==> src/rtl/cpu_pkg.sv <==
// Shared CPU front-end types and constants.
// Holds the fetch FSM states, the op field bounds and the opcode values.
package cpu_pkg;

    typedef enum logic [1:0] {
        IDLE = 2'd0,
        REQ  = 2'd1,
        WAIT = 2'd2,
        HOLD = 2'd3
    } ifu_state_t;

    localparam int OP_MSB = 31;
    localparam int OP_LSB = 26;

    localparam logic [5:0] OP_RTYPE = 6'h00;
    localparam logic [5:0] OP_J     = 6'h02;
    localparam logic [5:0] OP_LW    = 6'h23;

    localparam int INSTR_BYTES = 4;

endpackage

==> src/rtl/ifu_pc_reg.sv <==
// Program counter: reset load, sequential +4 step, redirect load.
// A redirect load takes priority over the sequential step.
module ifu_pc_reg
    import cpu_pkg::*;
#(
    parameter int                ADDR_W   = 32,
    parameter logic [ADDR_W-1:0] RESET_PC = '0
) (
    input  logic              clk,
    input  logic              rst,
    input  logic              load,
    input  logic [ADDR_W-1:0] loadAddr,
    input  logic              inc,
    output logic [ADDR_W-1:0] pc
);

    always_ff @(posedge clk or posedge rst) begin
        if (rst) begin
            pc <= RESET_PC;
        end else if (load) begin
            pc <= loadAddr;
        end else if (inc) begin
            pc <= pc + ADDR_W'(INSTR_BYTES);
        end
    end

endmodule

==> src/rtl/instr_fetch_unit.sv <==
// Fetch front end: one outstanding imem request, redirect with stale-response kill.
// Define IFU_STALL_CNT_EN to add the stall_cycles decode-backpressure counter.
module instr_fetch_unit
    import cpu_pkg::*;
#(
    parameter int                ADDR_W   = 32,
    parameter int                DATA_W   = 32,
    parameter logic [ADDR_W-1:0] RESET_PC = '0
) (
    input  logic              clk,
    input  logic              rst,
    output logic              imem_req_valid,
    input  logic              imem_req_ready,
    output logic [ADDR_W-1:0] imem_req_addr,
    input  logic              imem_rsp_valid,
    input  logic [DATA_W-1:0] imem_rsp_data,
    output logic              instr_valid,
    input  logic              instr_ready,
    output logic [DATA_W-1:0] instr,
    output logic [ADDR_W-1:0] instr_pc,
    output logic [5:0]        op,
`ifdef IFU_STALL_CNT_EN
    output logic [31:0]       stall_cycles,
`endif
    input  logic              redirect_valid,
    input  logic [ADDR_W-1:0] redirect_pc
);

    ifu_state_t        state;
    ifu_state_t        stateNext;
    logic [ADDR_W-1:0] pc;
    logic [ADDR_W-1:0] target;
    logic              kill;
    logic              killSet;
    logic              killClr;
    logic              pcLoad;
    logic              pcInc;
    logic              capture;
    logic              release_;

    assign target = redirect_pc & ~ADDR_W'(3);

    ifu_pc_reg #(
        .ADDR_W   (ADDR_W),
        .RESET_PC (RESET_PC)
    ) uPc (
        .clk      (clk),
        .rst      (rst),
        .load     (pcLoad),
        .loadAddr (target),
        .inc      (pcInc),
        .pc       (pc)
    );

    always_ff @(posedge clk or posedge rst) begin
        if (rst) begin
            state <= IDLE;
            kill  <= 1'b0;
        end else begin
            state <= stateNext;
            if (killSet) begin
                kill <= 1'b1;
            end else if (killClr) begin
                kill <= 1'b0;
            end
        end
    end

    always_comb begin
        stateNext = state;
        pcLoad    = 1'b0;
        pcInc     = 1'b0;
        killSet   = 1'b0;
        killClr   = 1'b0;
        capture   = 1'b0;
        release_  = 1'b0;
        unique case (state)
            IDLE: stateNext = REQ;
            REQ: begin
                if (imem_req_ready) stateNext = WAIT;
            end
            WAIT: begin
                if (imem_rsp_valid) begin
                    if (kill || redirect_valid) begin
                        stateNext = REQ;
                        killClr   = 1'b1;
                    end else begin
                        stateNext = HOLD;
                        capture   = 1'b1;
                        pcInc     = 1'b1;
                    end
                end
            end
            HOLD: begin
                if (instr_ready || redirect_valid) begin
                    stateNext = REQ;
                    release_  = 1'b1;
                end
            end
            default: stateNext = IDLE;
        endcase
        // A request still in flight after a redirect must be discarded on arrival.
        if (redirect_valid) begin
            pcLoad = 1'b1;
            if ((state == REQ && imem_req_ready) ||
                (state == WAIT && !imem_rsp_valid)) begin
                killSet = 1'b1;
            end
        end
    end

    always_ff @(posedge clk or posedge rst) begin
        if (rst) begin
            instr_valid <= 1'b0;
            instr       <= '0;
            instr_pc    <= '0;
        end else if (capture) begin
            instr_valid <= 1'b1;
            instr       <= imem_rsp_data;
            instr_pc    <= pc;
        end else if (release_) begin
            instr_valid <= 1'b0;
        end
    end

    assign imem_req_valid = (state == REQ);
    assign imem_req_addr  = imem_req_valid ? pc : '0;
    assign op             = instr[OP_MSB:OP_LSB];

`ifdef IFU_STALL_CNT_EN
    always_ff @(posedge clk or posedge rst) begin
        if (rst) begin
            stall_cycles <= '0;
        end else if (redirect_valid) begin
            stall_cycles <= '0;
        end else if (instr_valid && !instr_ready &&
                     stall_cycles != 32'hFFFF_FFFF) begin
            stall_cycles <= stall_cycles + 32'd1;
        end
    end
`endif

endmodule

==> config.mk <==
export PLATFORM = sky130hd
export DESIGN_NAME = instr_fetch_unit
export DESIGN_NICKNAME = d
export VERILOG_FILES = /design/src/rtl/cpu_pkg.sv /design/src/rtl/ifu_pc_reg.sv /design/src/rtl/instr_fetch_unit.sv
export SDC_FILE = /design/constraint.sdc
export NUM_CORES = 1
export LEC_CHECK = 0
export BUFFER_PORTS_ARGS = -buffer_cell sky130_fd_sc_hd__buf_4
export CAP_MARGIN = 20
export CELL_PAD_IN_SITES_DETAIL_PLACEMENT = 1
export CELL_PAD_IN_SITES_GLOBAL_PLACEMENT = 2
export CORE_MARGIN = 2
export CORE_UTILIZATION = 33
export CTS_CLUSTER_SIZE = 12
export DETAILED_ROUTE_END_ITERATION = 8
export PLACE_DENSITY_LB_ADDON = 0.05
export SLEW_MARGIN = 15
export SYNTH_ARGS = -nofsm -noshare
export SYNTH_HDL_FRONTEND = slang
export SYNTH_SLANG_ARGS = --single-unit
==> constraint.sdc <==
create_clock -name clk -period 4.8 [get_ports clk]
set_clock_uncertainty 0.1 [all_clocks]
set_input_delay 0.48 -clock clk [delete_from_list [all_inputs] [get_ports clk]]
set_output_delay 0.48 -clock clk [all_outputs]
set_load 0.01 [all_outputs]
==> results of run 1 <==
-- layout make-up --
cell class	instances	area share, %
multi-input combinational	284	33.1
sequential	96	38.0
tap	180	3.56
inverter	12	0.751
clock buffer	10	3.62
clock inverter	6	0.732
timing repair buffer	171	20.3
-- report_power, final --
part	internal (uW)	total [uW]	switching, uW
clock	354	676	323
combinational	705	1230	523
sequential	1070	1250	179
total	2130	3150	1020
-- layer usage --
layer	vias up	wire, um
met4	0	152
met5	-	0
li1	1797	-
met1	1889	5540
met3	11	721
met2	91	6380
-- synthesized netlist by cell type, types with 3 or more instances --
cell type,number
nor2_1,17
mux2_2,62
a21oi_1,4
a31oi_1,12
nand4_1,10
nand3_1,12
and3_1,3
or3_1,3
xnor2_1,7
o31ai_1,9
nor4_1,4
clkbuf_1,14
inv_1,12
or4_1,9
ha_1,4
nand2_1,30
buf_4,10
and2_1,32
dfrtp_1,96
mux2i_1,3
nor3_1,7
o21ai_0,16
o211ai_1,3
xor2_1,3
buf_2,5
-- state kept, by name, summed over array words and instances, names as in the netlist --
| name | cells |
|---|---|
| instr | 32 |
| instr_pc | 30 |
| instr_valid | 1 |
| kill | 1 |
| state | 2 |
| uPc.pc | 30 |
-- worst reg2reg max path: cells and delay by family (launching register included) --
kind | cells | cell delay, ns
flops | 1 | 0.41
fa+ha+maj | 1 | 0.29
simple gates | 3 | 1.37
mux | 1 | 0.23
buf+inv | 1 | 0.07
-- cell families (layout without fill, tap and decap cells) --
logic type | Yosys count | after routing | share of synthesized area [%]
buffers and inverters | 44 | 199 | 4.95
adders and majority gates | 4 | 4 | 1.06
muxes | 65 | 65 | 15.5
and+or+nand+nor | 146 | 146 | 17.8
AOI/OAI and AO/OA | 55 | 55 | 7.66
xor gates and xnor gates | 10 | 10 | 1.86
DFF | 96 | 96 | 51.1
other | 1 | 4 | 0.0797
-- stage by stage --
step | hold WS, ns | std cells
after floorplan | 0.418 | 424
after global placement | 0.389 | 743
after detailed placement | 0.396 | 743
after CTS | 0.233 | 759
after global routing | 0.245 | 759
final | 0.208 | 759
-- final timing paths --
path,to,cells after the start
max,uPc.pc[31]$_DFFE_PP0P_,6
min,instr[23]$_DFFE_PP0P_,2
max reg2reg,uPc.pc[31]$_DFFE_PP0P_,6
min reg2reg,instr[9]$_DFFE_PP0P_,1
max in group asynchronous,uPc.pc[31]$_DFFE_PP0P_,3
min in group clk,uPc.pc[7]$_DFFE_PP0P_,3
==> flow_metrics.py, run 1 <==
metrics = {
    "synthesis": {
        "synth_edf_count": 0,
        "ys_seq_area_share_pct": 51.1,
        "ys_warn_count": 0,
        "syn-cell-area_um2": 4700,
        "yosysTopAreaCell": "dfrtp_1",
        "async_flop_share_pct": 100,
        "synth_area_leaders": "dfrtp_1 (51%), mux2_2 (15%), and2_1 (4.3%)",
        "syn_inst": 421,
        "synth_flop_cell": "dfrtp_1",
        "synth_cell_types": 51,
        "syn-mean-instance-area_um2": 11.2,
        "ys_seq_elements": 96,
        "synth_top_area_share_pct": 51.1,
    },
    "status": {
        "status": "complete, no violations",
    },
    "pwr": {
        "power_density_nw_per_um2": 499,
        "finalPower_uw": 3150,
        "peakVddDrop_mv": 0.171,
        "power_leakage_uw": 0.00304,
    },
    "floorplan": {
        "dieArea_um2": 15200,
        "dieWidth_um": 123,
        "core.rowCount": 43,
        "initial_utilization_pct": 33.9,
        "die_y_um": 123,
        "io_pins": 174,
        "coreArea_um2": 13900,
    },
    "hold_path": {
        "holdCritPathClass": "input port to async pin",
    },
    "global_route": {
        "grt_first_pass_wirelength_mm": 20.1,
        "top_usage_layer": "met2",
        "overflow": 0,
        "grt_max_degree": 65,
        "met3_usage_pct": 4.01,
        "met2_usage_pct": 28.6,
        "grt_pass1_vias": 3882,
        "grt_usage_pct": 17.1,
        "grt_use_met1_pct": 21.9,
        "antenna_found_initial": 0,
    },
    "setup_path": {
        "crit_chain": "inv_1 -> ha_1 -> nand4b_1 -> or4_4 -> nor4_1 -> mux2i_1",
        "cp.arrival_ns": 2.71,
        "path_buf_inv": 1,
        "slowest_delay_ns": 0.59,
        "critical_path_required_ns": 4.96,
        "crit_type": "register to register",
        "path_delay_family": "simple AND/OR/NAND/NOR gates",
        "crit_start": "state[0]$_DFFE_PP0P_",
        "critical-path-slowest-cell": "or4_4",
        "reg2reg_slack_ns": 2.25,
        "crit_fanout": 14,
        "r2r_start": "state[0]$_DFFE_PP0P_",
        "critPathCaptureType": "register",
        "critPathLaunchType": "register",
    },
    "clocking": {
        "cts_tree": "yes",
        "cts_buffers": 9,
        "cts_htree_levels": 3,
        "ctsHoldBuffers": 0,
        "post_cts_buffers": 0,
        "cts_root_buffer": "clkbuf_16",
        "insertion_delay_ns": 0.34,
        "clk_path_buf_depth": 2,
        "cts_resized": 0,
        "cts_sinks": 96,
        "clk_pin_slew_ns": 0.07,
    },
    "layout": {
        "layout.nets": 648,
        "regArea_um2": 2400,
        "multiInputGateArea_um2": 2090,
        "fin_util_pct": 45.6,
        "final_common_cell": "buf_4",
        "stdcell_area_um2": 6330,
        "areaGrowthSynthToFinish_pct": 34.6,
        "fillerInstances": 1544,
        "final_cell_mix": "buf_4 (171), dfrtp_1 (96), mux2_2 (62)",
        "drive_gt1_share_pct": 44.6,
        "num_antenna_cells": 0,
    },
    "timing": {
        "tightest_slew_ns": 0.989,
        "finalCriticalPeriod_ns": 2.55,
        "slew_violations": 0,
        "rsz0062_at_grt": "false",
        "setup_slack_ns": 2.25,
        "min_period_over_period_pct": 53.1,
        "hold_viol": 0,
        "tns_ns": 0,
        "slew_headroom_pct": 34.0,
        "fmax_mhz": 392,
        "finalSetupViolations": 0,
    },
    "drt": {
        "vias": 3788,
        "drc": 0,
        "drtIter0Drc": 128,
        "vias_per_cell": 4.99,
        "ant_nets": 0,
        "routed_wl_mm": 12.8,
        "routedWlPerCell_um": 16.9,
        "drt-pass1-iter-count": 4,
    },
    "place": {
        "port_buffers": 167,
        "dp_slack_ns": 2.23,
        "placed_area_um2": 6050,
        "gp_congestion": 0.703,
        "dp_hpwl_mm": 9.05,
    },
    "flow_run": {
        "cap_violations": 0,
    },
}
Note: power is estimated with default switching activity, not from simulation.
==> run 2, diff against run 1 <==
--- a/config.mk
+++ b/config.mk
@@ -5,12 +5,13 @@
 export SDC_FILE = /design/constraint.sdc
 export NUM_CORES = 1
 export LEC_CHECK = 0
+export ABC_AREA = 1
 export BUFFER_PORTS_ARGS = -buffer_cell sky130_fd_sc_hd__buf_4
 export CAP_MARGIN = 20
 export CELL_PAD_IN_SITES_DETAIL_PLACEMENT = 1
 export CELL_PAD_IN_SITES_GLOBAL_PLACEMENT = 2
 export CORE_MARGIN = 2
-export CORE_UTILIZATION = 33
+export CORE_UTILIZATION = 27
 export CTS_CLUSTER_SIZE = 12
 export DETAILED_ROUTE_END_ITERATION = 8
 export PLACE_DENSITY_LB_ADDON = 0.05
==> constraint.sdc (replaced) <==
create_clock -name clk -period 2.4 [get_ports clk]
set_clock_uncertainty 0.1 [all_clocks]
set_input_delay 0.24 -clock clk [delete_from_list [all_inputs] [get_ports clk]]
set_output_delay 0.24 -clock clk [all_outputs]
set_load 0.01 [all_outputs]
==> run 2 against run 1 <==
  * Sequential share of layout area down 5.1 points
  * Critical endpoint is now uPc.pc[3]$_DFFE_PP0P_
  * Combinational power up 100%
  * Global-route usage up 1.7 points
  * Largest power group is now combinational cells
==> flow_metrics.py, run 2 <==
metrics = {
    "clocking": {
        "post_cts_buffers": 0,
        "cts_sinks": 96,
        "cts_buffers": 9,
        "clk_path_buf_depth": 2,
        "cts_resized": 0,
        "cts_root_buffer": "clkbuf_16",
        "insertion_delay_ns": 0.36,
        "cts_tree": "yes",
        "clk_pin_slew_ns": 0.08,
        "ctsHoldBuffers": 37,
        "cts_htree_levels": 3,
    },
    "synthesis": {
        "synth_adder_area_share_pct": 0.963,
        "synth_area_leaders": "dfrtp_1 (46%), nand2_1 (20%), inv_1 (7.1%)",
        "synth_cell_types": 31,
        "synth.most_common_cell": "nand2_1",
        "syn-cell-area_um2": 5200,
        "synth_compound_area_share_pct": 6.04,
        "synth_top_area_share_pct": 46.2,
        "synth_top_family_by_area": "simple AND/OR/NAND/NOR gates",
        "synth_xor_area_share_pct": 0.169,
        "synthSimpleGateAreaFrac_pct": 34.8,
        "yosysTopAreaCell": "dfrtp_1",
        "syn_inst": 735,
        "ys_seq_elements": 96,
        "synth_common_cells": "nand2_1 (283), inv_1 (98), dfrtp_1 (96), nor2_1 (85), o21ai_0 (44)",
        "syn-mean-instance-area_um2": 7.07,
        "synth_edf_count": 0,
        "async_flop_share_pct": 100,
        "ys_warn_count": 0,
        "synth_flop_cell": "dfrtp_1",
        "muxShareOfSynthArea_pct": 0,
        "ys_seq_area_share_pct": 46.2,
    },
    "timing": {
        "tns_ns": 0,
        "finalCriticalPeriod_ns": 2.03,
        "slew_violations": 0,
        "min_period_over_period_pct": 84.5,
        "hold_viol": 0,
        "finalSetupViolations": 0,
        "tightest_slew_ns": 0.686,
        "fmax_mhz": 493,
        "slew_headroom_pct": 54.2,
        "rsz0062_at_grt": "false",
    },
    "layout": {
        "final_common_cell": "nand2_1",
        "final_cell_mix": "nand2_1 (283), buf_4 (172), inv_1 (97)",
        "top_register": "instr",
        "largest_reg_flops": 32,
        "reg_top3": "instr x32, instr_pc x30, uPc.pc x30",
        "fin_util_pct": 38.9,
        "num_antenna_cells": 0,
        "layout.nets": 999,
        "areaGrowthSynthToFinish_pct": 40.6,
        "drive_gt1_share_pct": 23.0,
    },
    "floorplan": {
        "coreArea_um2": 18800,
        "dieWidth_um": 143,
        "die_y_um": 143,
        "dieArea_um2": 20400,
        "io_pins": 174,
        "initial_utilization_pct": 27.7,
        "core.rowCount": 50,
    },
    "setup_path": {
        "critPathCaptureType": "register",
        "crit_type": "register to register",
        "path_delay_family": "buffers and inverters",
        "critPathLaunchType": "register",
        "crit_fanout": 33,
        "critical-path-slowest-cell": "dfrtp_1",
        "critical_path_required_ns": 2.54,
        "slowest_delay_ns": 0.41,
        "cp.arrival_ns": 2.17,
        "path_buf_inv": 4,
        "crit_chain": "inv_1 -> ha_1 -> nand2_1 -> inv_1 -> nand2_8 -> clkinv_2 -> buf_4 -> nand2_1 -> o211ai_1",
    },
    "global_route": {
        "grt_pass1_vias": 5754,
        "grt_max_degree": 67,
        "grt_first_pass_wirelength_mm": 30.0,
        "antenna_found_initial": 0,
        "grt_usage_pct": 18.9,
        "overflow": 0,
    },
    "pwr": {
        "peakVddDrop_mv": 0.334,
        "power_leakage_uw": 0.00402,
        "power_density_nw_per_um2": 885,
    },
    "drt": {
        "vias": 5263,
        "drtIter0Drc": 232,
        "drc": 0,
        "routedWlPerCell_um": 15.7,
        "routed_wl_mm": 18.2,
        "ant_nets": 0,
        "vias_per_cell": 4.52,
        "drt-pass1-iter-count": 4,
    },
    "place": {
        "port_buffers": 167,
        "dp_hpwl_mm": 13.2,
        "gp_congestion": 0.763,
    },
    "flow_run": {
        "cap_violations": 0,
    },
    "status": {
        "status": "complete, no violations",
    },
    "hold_path": {
        "holdCritPathClass": "input port to register",
    },
}
run 2: cell types whose count changed after synthesis, moves of 7 or more:
cell | previous run | this run
nand2_1 | 30 | 283
and2_1 | 32 | 1
mux2_2 | 62 | 0
inv_1 | 12 | 98
a31oi_1 | 12 | 0
nor2_2 | 0 | 8
o31ai_1 | 9 | 0
o21ai_1 | 0 | 8
o21ai_0 | 16 | 44
nand3_1 | 12 | 43
xnor2_1 | 7 | 0
nor2_1 | 17 | 85
or4_1 | 9 | 0
nand4_1 | 10 | 1
run 2: final timing paths:
check                                       from  slack [ns]                       to  depth (start not counted)
max in group asynchronous                    rst        1.06  instr_pc[8]$_DFFE_PP0P_                          4
min in group asynchronous                    rst        0.45    instr[29]$_DFFE_PP0P_                          3
min reg2reg                instr[11]$_DFFE_PP0P_        0.38    instr[11]$_DFFE_PP0P_                          2
max                         state[0]$_DFFE_PP0P_        0.37    uPc.pc[3]$_DFFE_PP0P_                          9
min                               redirect_pc[3]        0.01    uPc.pc[3]$_DFFE_PP0P_                          3
max reg2reg                 state[0]$_DFFE_PP0P_        0.37    uPc.pc[3]$_DFFE_PP0P_                          9
run 2: final cells by class:
type,count,area (um^2)
fill,2383,11500
sequential,96,2400
multi-input combinational,505,2200
timing repair buffer,213,1740
inverter,100,380
tap,234,293
clock buffer,10,239
clock inverter,6,55.1
run 2: kinds of logic after synthesis:
family,after synthesis
xor+xnor,1
other cells,1
compound gates,59
simple gates,437
flops,96
buf+inv,137
fa+ha+maj,4
run 2: through the flow:
step / setup WS (ns) / total power [uW] / cells / instance area (um^2) / hold WS, ns
detailed placement: 0.328 / 5000 / 1111 / 6650 / 0.281
CTS: 0.314 / 6600 / 1164 / 7310 / 0.00646
global route: 0.183 / 6960 / 1164 / 7310 / 0.0226
finish: 0.371 / 6470 / 1164 / 7310 / 0.0126
floorplan: 0.785 / 3650 / 738 / 5210 / 0.250
global placement: 0.408 / 4920 / 1111 / 6650 / 0.279
run 2: per-layer routing:
| metal | GRT usage (%) | wire [um] |
|---|---|---|
| met5 | 0 | 0 |
| met1 | 24.5 | 8450 |
| met3 | 2.41 | 549 |
| met4 | 5.84 | 273 |
| met2 | 32.7 | 8970 |
run 2: worst register-to-register path, stage by stage (launching register included):
cell      delay (ns)
dfrtp_1         0.41
inv_1           0.06
ha_1            0.22
nand2_1         0.09
inv_1           0.09
nand2_8         0.20
clkinv_2        0.30
buf_4           0.28
nand2_1         0.08
o211ai_1        0.08
run 2: power by group:
part | total [uW] | internal [uW] | switching [uW]
Clock | 1500 | 758 | 745
Sequential | 2480 | 2110 | 371
Combinational | 2490 | 1210 | 1280
